===== src/rtl/gpr_dump_reader.sv =====
// Streams every GPR as an {index, data} beat to a debug sink over valid/ready.
// Optional trailing XOR-checksum beat when GPR_DUMP_CHECKSUM_EN is defined.
module gpr_dump_reader #(
  parameter int NREG = 32,
  parameter int AW   = 5,
  parameter int DW   = 32
) (
  input  logic          clk,
  input  logic          rst,
  input  logic          start,
  input  logic          abort,
  output logic [AW-1:0] rf_ra,
  input  logic [DW-1:0] rf_rd,
  output logic          out_valid,
  input  logic          out_ready,
  output logic [AW-1:0] out_idx,
  output logic [DW-1:0] out_data,
  output logic          out_last,
  output logic          busy,
  output logic          done
);

  localparam logic [AW-1:0] LAST_IDX = AW'(NREG - 1);

`ifdef GPR_DUMP_CHECKSUM_EN
  localparam bit HAS_CSUM = 1'b1;
  typedef enum logic [1:0] {S_IDLE, S_LOAD, S_SEND, S_CSUM} state_t;
  logic [DW-1:0] csum_q, csum_d;
`else
  localparam bit HAS_CSUM = 1'b0;
  typedef enum logic [1:0] {S_IDLE, S_LOAD, S_SEND} state_t;
`endif

  state_t        state_q, state_d;
  logic [AW-1:0] idx_q, idx_d;
  logic          out_valid_q, out_valid_d;
  logic [AW-1:0] out_idx_q, out_idx_d;
  logic [DW-1:0] out_data_q, out_data_d;
  logic          out_last_q, out_last_d;
  logic          done_q, done_d;

  always_ff @(posedge clk) begin
    if (rst) begin
      state_q     <= S_IDLE;
      idx_q       <= '0;
      out_valid_q <= 1'b0;
      out_idx_q   <= '0;
      out_data_q  <= '0;
      out_last_q  <= 1'b0;
      done_q      <= 1'b0;
`ifdef GPR_DUMP_CHECKSUM_EN
      csum_q      <= '0;
`endif
    end else begin
      state_q     <= state_d;
      idx_q       <= idx_d;
      out_valid_q <= out_valid_d;
      out_idx_q   <= out_idx_d;
      out_data_q  <= out_data_d;
      out_last_q  <= out_last_d;
      done_q      <= done_d;
`ifdef GPR_DUMP_CHECKSUM_EN
      csum_q      <= csum_d;
`endif
    end
  end

  always_comb begin
    state_d     = state_q;
    idx_d       = idx_q;
    out_valid_d = out_valid_q;
    out_idx_d   = out_idx_q;
    out_data_d  = out_data_q;
    out_last_d  = out_last_q;
    done_d      = 1'b0;
`ifdef GPR_DUMP_CHECKSUM_EN
    csum_d      = csum_q;
`endif
    case (state_q)
      S_IDLE: begin
        if (start) begin
          idx_d   = '0;
          state_d = S_LOAD;
`ifdef GPR_DUMP_CHECKSUM_EN
          csum_d  = '0;
`endif
        end
      end
      S_LOAD: begin
        // The beat snapshots rf_rd now; later GPR writes do not affect it.
        out_data_d  = rf_rd;
        out_idx_d   = idx_q;
        out_valid_d = 1'b1;
        out_last_d  = (idx_q == LAST_IDX) && !HAS_CSUM;
`ifdef GPR_DUMP_CHECKSUM_EN
        csum_d      = csum_q ^ rf_rd;
`endif
        state_d     = S_SEND;
      end
      S_SEND: begin
        if (out_valid_q && out_ready) begin
          out_valid_d = 1'b0;
          if (out_last_q) begin
            out_last_d = 1'b0;
            done_d     = 1'b1;
            idx_d      = '0;
            state_d    = S_IDLE;
`ifdef GPR_DUMP_CHECKSUM_EN
          end else if (idx_q == LAST_IDX) begin
            state_d = S_CSUM;
`endif
          end else begin
            idx_d   = idx_q + 1'b1;
            state_d = S_LOAD;
          end
        end
      end
`ifdef GPR_DUMP_CHECKSUM_EN
      S_CSUM: begin
        out_idx_d   = '0;
        out_data_d  = csum_q;
        out_last_d  = 1'b1;
        out_valid_d = 1'b1;
        state_d     = S_SEND;
      end
`endif
      default: state_d = S_IDLE;
    endcase
    // Abort overrides everything, including a beat being accepted this cycle.
    if (abort) begin
      state_d     = S_IDLE;
      idx_d       = '0;
      out_valid_d = 1'b0;
      out_last_d  = 1'b0;
      done_d      = 1'b0;
`ifdef GPR_DUMP_CHECKSUM_EN
      csum_d      = '0;
`endif
    end
  end

  assign rf_ra     = idx_q;
  assign out_valid = out_valid_q;
  assign out_idx   = out_idx_q;
  assign out_data  = out_data_q;
  assign out_last  = out_last_q;
  assign done      = done_q;
  assign busy      = (state_q != S_IDLE);

endmodule

===== config.mk =====
export PLATFORM = sky130hd
export DESIGN_NAME = gpr_dump_reader
export DESIGN_NICKNAME = d
export VERILOG_FILES = /design/src/rtl/gpr_dump_reader.sv
export SDC_FILE = /design/constraint.sdc
export NUM_CORES = 1
export LEC_CHECK = 0
export ABC_AREA = 0
export CORE_MARGIN = 2
export CORE_UTILIZATION = 43
export DETAILED_ROUTE_END_ITERATION = 8
export GPL_ROUTABILITY_DRIVEN = 0
export PLACE_DENSITY_LB_ADDON = 0.12
export SLEW_MARGIN = 20
export SYNTH_ARGS = -nofsm -noshare
export SYNTH_HDL_FRONTEND = slang
export SYNTH_SLANG_ARGS = --single-unit

===== constraint.sdc =====
create_clock -name clk -period 3.05 [get_ports clk]
set_input_delay 0.305 -clock clk [delete_from_list [all_inputs] [get_ports clk]]
set_output_delay 0.305 -clock clk [all_outputs]
set_load 0.1 [all_outputs]

; After elaboration in Yosys (flattened, before gate mapping)
; Cells that the tools add are included.
[classes]
add_sub_neg = 1
multipliers = 0
n_div = 0
order_cmp = 0
n_eq_ne = 5
shift = 0
mux = 12
bitwise = 2
n_reduce_logical = 10
[op_table]
columns = operator, n
row1 = $mux W5, 3
row2 = $pmux W5 S2, 1
row3 = $pmux W2 S3, 1
row4 = $reduce_bool A2 Y1, 3
row5 = $add A5 B1 Y5 const B, 1
row6 = $eq A5 B5 Y1 const B, 1
row7 = $mux W2, 2
row8 = $ne A2 B2 Y1 const B, 2
row9 = $pmux W1 S2, 2
row10 = $reduce_and A2 Y1, 2
row11 = $reduce_or A4 Y1, 1
row12 = $mux W1, 3
row13 = $reduce_and A3 Y1, 1
row14 = $eq A2 B1 Y1 const B, 1
row15 = $eq A2 B2 Y1 const B, 1
row16 = $logic_not A2 Y1, 1
row17 = $not A1 Y1, 2
row18 = $reduce_or A2 Y1, 1
row19 = $logic_and A1 B1 Y1, 1
[word_totals]
register_bits = 47
latch_bits = 0
mem_bits_rw = 0
rom_bits = 0
in_bits = 37
wordCells = 37
memories = 0

; Depth between registers and ports, before layout
; Gate-level depths: netlist of the first run.
[depth]
ltp_word = 4
ltp_mapped = 5
depth_no_buf = 5

; Worst setup path after synthesis of the first run
; Ideal clock, no wire load.
[synth_timing]
path_type = reg-to-reg
from = reg idx_q[0] (netlist: rf_ra[0])
to = reg idx_q[4] (netlist: rf_ra[4])
setup_ps = 129
t_arrival_ps = 1816
setup_slack_ps = 1104
stages_incl_launch_ff = 6
synth_period_minus_slack_ps = 1946
cell_sequence = dfxtp_1 -> ha_1 -> and3_1 -> ha_1 -> o211ai_1 -> a21oi_1
[synth_between]
elab_chain_cells = 4
[synth_lines]
columns = element, line_no
row1 = "start, declared", 35  ; logic [AW-1:0] idx_q, idx_d;
row2 = "start signal, assigned", 56  ; idx_q <= idx_d;
row3 = $add A5 B1 Y5, 113  ; idx_d = idx_q + 1'b1;
row4 = $mux W5, 103  ; if (out_last_q) begin
row5 = $mux W5, 101  ; if (out_valid_q && out_ready) begin
row6 = $pmux W5 S2, 79  ; case (state_q)
; No other way between the ends. The select of a mux whose other input is x is not followed.
; A chain may end at the register's enable or synchronous reset.

; Final worst setup path of the first run
[layout_timing]
from = reg idx_q[4] (netlist: rf_ra[4])
to = out rf_ra[4]
[layout_rtl]
columns = element, line_no
row1 = "end, declared", 12  ; output logic [AW-1:0] rf_ra,
; No word-level cell between the ends.

==> results of run 1 <==
synth_stat cells (all sizes together):
library cell / count
a21oi: 43
nor3b: 2
ha: 2
or3: 2
nand4b: 1
and3: 2
a221oi: 1
dfxtp: 47
or2: 2
o21ai: 3
nand3: 6
clkbuf: 8
and2b: 1
a22oi: 1
buf: 8
nor2: 2
nand2b: 1
nand2: 76
o211ai: 2
nor2b: 1
o221ai: 1
and4b: 2
o22ai: 1
or3b: 2
nand3b: 1
per-stage QoR:
step,std cells,cell area (um^2)
global route,346,2690
CTS,346,2690
detailed placement,338,2590
global placement,338,2590
floorplan,218,1770
finish,346,2690
final timing paths:
check / to / slack (ns) / cells after the start / from
setup / recovery: rf_ra[4] / 0.92 / 1 / rf_ra[4]
hold / removal: out_data[1] / 0.46 / 2 / out_data[1]
setup reg to reg: rf_ra[1] / 1.61 / 3 / state_q[1]
hold reg to reg: out_data[1] / 0.46 / 2 / out_data[1]
power by group through the flow:
stage	combinational (mW)	sequential [mW]	clock, mW
global placement	0.241	0.652	0
global route	0.254	0.641	0.453
CTS	0.242	0.638	0.419
detailed placement	0.241	0.653	0
finish	0.240	0.638	0.410
floorplan	0.0520	0.757	0
kinds of logic after synthesis:
| group | count (synthesis) | synth area share [%] |
|---|---|---|
| AND/OR/NAND/NOR | 101 | 25.4 |
| AO/OA/AOI/OAI | 52 | 15.8 |
| adder cells (fa/ha/maj) | 2 | 1.41 |
| flip-flops | 47 | 53.1 |
| buffers and inverters | 16 | 4.31 |
layer usage:
metal / up-vias / wire, um / GRT usage [%]
met1: 753 / 1880 / 25.5
li1: 884 / - / -
met4: 0 / 18 / 4.00
met3: 3 / 367 / 7.07
met5: - / 0 / 0
met2: 53 / 1950 / 30.9
cell type report:
| class | count | share of cell area (%) |
|---|---|---|
| clock buffers | 7 | 3.58 |
| flip-flops and latches | 47 | 34.9 |
| repair buffers | 86 | 30.9 |
| well taps | 50 | 2.32 |
| clock inverters | 1 | 0.279 |
| multi-input cells | 155 | 28.0 |
registers in the layout (all words and copies together), names as in the netlist:
signal	count
out_data	32
out_last	1
out_valid	1
done	1
rf_ra	5
state_q	2
out_idx	5
placed cells by master, fill, tap and decap left out, types with 2 or more instances in the layout:
cell,n
nor2_1,2
dfxtp_1,47
clkdlybuf4s50_1,74
nand3_1,6
clkbuf_8,7
nor3b_1,2
buf_4,12
and4b_1,2
ha_1,2
a21oi_1,42
and3_1,2
o211ai_1,2
or3_1,2
nand2_1,76
or3b_1,2
o21ai_0,3
==> results.md, run 1 <==
- Startpoint types: register
- Die area: 4650 um^2
- Vias in the first global route: 1517
- Flops & latches, synth: 47
- WS Path Type: register to primary output
- Synthesized area: 1770 um^2
- Core area: 3970 um^2
- Die width: between 60 and 70 um
- Worst endpoint required time: 2.74 ns
- Starting Density: 44.6%
- Gr ovfl total: 0
- Worst-path fanout max: 4
- Routed WL: 4220 um
- Post-Route Skew: 0.00669 ns
- Largest net degree at the start of global routing: 39
- Final period utilization: 69.8%
- Top cells by area, synth: dfxtp_1, nand2_1, a21oi_1
- Switching share of power: 28.9%
- Total power: 1.29 mW
- Initial antenna violation count: 0
- Total CTS buffers: 5
- Setup Viol. Count Final: 0
- TNS Setup: 0 ns
- Vias: about 1700
- PwrDens: 478 nW/um^2
- WP data arrival: 1.82 ns
- I/O pin count: 83
- CTS Hold Bufs: 0
- Fin. Hold Viols: 0
- Combinational share of power: 18.6%
- Dominant cell type by area after synthesis: dfxtp_1
- Reg area: 941 um^2
- HPWL after detailed placement: 2980 um
- Flop pwr share: between 40% and 50%
- Total track usage: 19.5%
- Postcts setup bufs: 0
- P_leak: approximately 0.96 nW
- Min-Delay Path Class: register to register
- Area grow syn2layout: 52.0%
- CP max stage cell: clkdlybuf4s50_1
- Mapped Cells: around 220
- Clk slew on worst S/H paths: roughly 0.090 ns
- Hold_ws: 0.456 ns
- Initial DRC Count: 76
- Net Switching: 372 uW
- CTS H-Tree Depth: 2
- Post-Syn Nets: 257
- RSZ-0062 raised after global routing: no
- Post-CTS resize count: 0
- Clk network pwr share: a little under a third
- Max Fclk: 470 MHz
- Fill cell count: 358
- DRT Pass-1 Iters: 4
- Register area share after synthesis: roughly 53%
- Crit-path leading delay family: buffers and inverters
- PortBufs: between 80 and 90
- Internal power: 915 uW
- DRC errors left: 0
- Fin. max-slew vios: 0
- Layout Nets: 334
- Routed len/inst: between 10 and 15 um
- VDD IR-drop max: 0.300 mV
- Area occupied by multi-input gates: between 700 and 800 um^2
- Rel. slew slack: 33.3%
- Min cycle time layout: 2.13 ns
- Fin util: 67.8%
- Final setup margin: 0.922 ns
- Crit path cell chain: clkdlybuf4s50_1
- Crit end category: primary output
- Status: finished clean
- Worst path bufs/invs: 1
- Mean Syn Cell Area: around 8.1 um^2
- Layout cells sized above 1: 7.43%
- TritonCTS clock tree: done
- Worst Max-Slew Pin Slew: 0.998 ns
- First-pass GRT wire length: about 6900 um
- Root Driver: clkbuf_8
- Die Height: 68.2 um
- Sinks on Clock Net: 47
- Dpl ws: 1.23 ns
- Max_cap viols: 0
- Synth cell types: 30
- Num rows: 23
- Yosys top cell area share: 53.1%
- Synth warnings: 0
- Via/cell ratio: 4.89
- Max incr delay on CP: 1.15 ns
- N_diodes: 0
- Clock Path Buffers: 2
- Worst-Skew Late Latency: 0.30 ns
- ANT nets after route: 0
No activity file was read; power rests on OpenSTA's default activity.
==> inputs of run 2 (changes only) <==
--- a/config.mk
+++ b/config.mk
@@ -7,7 +7,7 @@
 export LEC_CHECK = 0
 export ABC_AREA = 0
 export CORE_MARGIN = 2
-export CORE_UTILIZATION = 43
+export CORE_UTILIZATION = 40
 export DETAILED_ROUTE_END_ITERATION = 8
 export GPL_ROUTABILITY_DRIVEN = 0
 export PLACE_DENSITY_LB_ADDON = 0.12
==> constraint.sdc (replaced) <==
create_clock -name clk -period 2 [get_ports clk]
set_input_delay 0.2 -clock clk [delete_from_list [all_inputs] [get_ports clk]]
set_output_delay 0.2 -clock clk [all_outputs]
set_load 0.1 [all_outputs]
==> run 2 against run 1 <==
Against the previous run:
- sequential share of layout area up 0.99 points
- clock-buffer cell count down 1
- non-clock buffer count is 1 lower
- cell area fell by 2.7%
- worst hold slack got worse by 0.017 ns
- critical path depth increased by 3
- highest routed layer unchanged
- wire length is 1.6% higher
- register-to-register slack worse by 1.2 ns
==> results.md, run 2 (synthesized netlist as in run 1, its figures left out) <==
- Status: finished clean
- Die Height: 70.6 um
- Min cycle time layout: 1.57 ns
- Max Fclk: 639 MHz
- Layout cells sized above 1: 20.0%
- WS Path Type: register to register
- Worst Max-Slew Pin Slew: ~0.55 ns
- Post-Route Skew: about 0.0027 ns
- Sinks on Clock Net: 47
- Total CTS buffers: 5
- Final period utilization: 78.3%
- Vias in the first global route: between 1000 and 1500
- Fin. max-slew vios: 0
- CTS H-Tree Depth: 2
- ANT nets after route: 0
- Clk slew on worst S/H paths: 0.09 ns
- Gr ovfl total: 0
- Leading cell type in the layout, fill and taps excluded: nand2_1
- Most frequent cells in the layout: nand2_1, buf_4, dfxtp_1
- Setup Viol. Count Final: 0
- PwrDens: 788 nW/um^2
- Layout Nets: 333
- Routed WL: 4280 um
- Worst path bufs/invs: 1
- Initial DRC Count: 104
- TNS Setup: 0 ns
- Max reg flops: 32
- P_leak: about 1.0 nW
- DRC errors left: 0
- WP data arrival: 1.79 ns
- Crit-path leading delay family: flip-flops
- Area grow syn2layout: 47.8%
- Fin. Hold Viols: 0
- PortBufs: 82
- Initial antenna violation count: 0
- Worst endpoint required time: 2.23 ns
- Root Driver: clkbuf_8
- Post-CTS resize count: 0
- Die area: 4980 um^2
- Total track usage: 16.9%
- Vias: 1707
- Largest net degree at the start of global routing: 39
- CP max stage cell: dfxtp_1
- TritonCTS clock tree: done
- Via/cell ratio: 4.92
- Clock Path Buffers: 2
- Rel. slew slack: 63.3%
- Routed len/inst: 12.3 um
- Startpoint types: register
- Max incr delay on CP: ~0.5 ns
- Core area: 4320 um^2
- Worst-Skew Late Latency: around 0.30 ns
- Crit end category: register
- I/O pin count: 83
- DRT Pass-1 Iters: 4
- Num rows: 24
- HPWL after detailed placement: ~3000 um
- Crit path cell chain: and2b_1 > buf_4 > nand2_1 > a21oi_1
- Max_cap viols: 0
- Die width: 70.6 um
- Starting Density: 41.0%
- Postcts setup bufs: 0
- Min-Delay Path Class: input pin to register
- First-pass GRT wire length: 6870 um
- Worst-path fanout max: 27
- CTS Hold Bufs: 0
- N_diodes: 0
- Fill cell count: ~420
- VDD IR-drop max: slightly below 0.4 mV
- RSZ-0062 raised after global routing: no
- Hold_ws: 0.439 ns
## run 2: final cells by class
type                       count  area [um^2]  share of cell area (%)
clock inverter                 2         35.0                    1.34
multi-input combinational    155          754                    28.8
tap                           52         65.1                    2.48
sequential                    47          941                    35.9
timing repair buffer          85          741                    28.3
clock buffer                   6         82.6                    3.15
## run 2: report_power, final
group	internal (mW)	total, mW	switching, mW
combinational	0.116	0.361	0.244
sequential	0.959	0.973	0.0145
clock	0.405	0.729	0.324
total	1.48	2.06	0.583
## run 2: per-stage QoR
step,worst slack [ns],instances,total power [mW],utilization [%],instance area (um^2)
after floorplan,0.0542,218,1.23,-,1770
after global placement,0.428,339,1.36,57.8,2500
after detailed placement,0.409,339,1.36,57.8,2500
after CTS,0.408,347,2.08,60.6,2620
after global routing,0.213,347,2.13,60.6,2620
final,0.435,347,2.06,60.6,2620
## run 2: final timing paths
kind | slack [ns] | depth (start not counted) | end | from
worst max-delay path | 0.43 | 4 | out_data[19] | state_q[0]
worst min-delay path | 0.44 | 3 | out_data[2] | rf_rd[2]
worst max register to register | 0.43 | 4 | out_data[19] | state_q[0]
worst min register to register | 0.46 | 2 | out_data[28] | out_data[28]
## run 2: layer usage
| layer | vias up | GRT usage, % | part of all wire (%) |
|---|---|---|---|
| met2 | 64 | 24.6 | 42 |
| met1 | 755 | 23.2 | 47 |
| met4 | 0 | 6.71 | 1.9 |
| met5 | - | 0 | 0 |
| met3 | 9 | 5.70 | 9.0 |
| li1 | 879 | - | - |
## run 2: worst min-delay path: stages
cell             delay (ns)
clkdlybuf4s50_1        0.40
nand2_1                0.05
a21oi_1                0.05
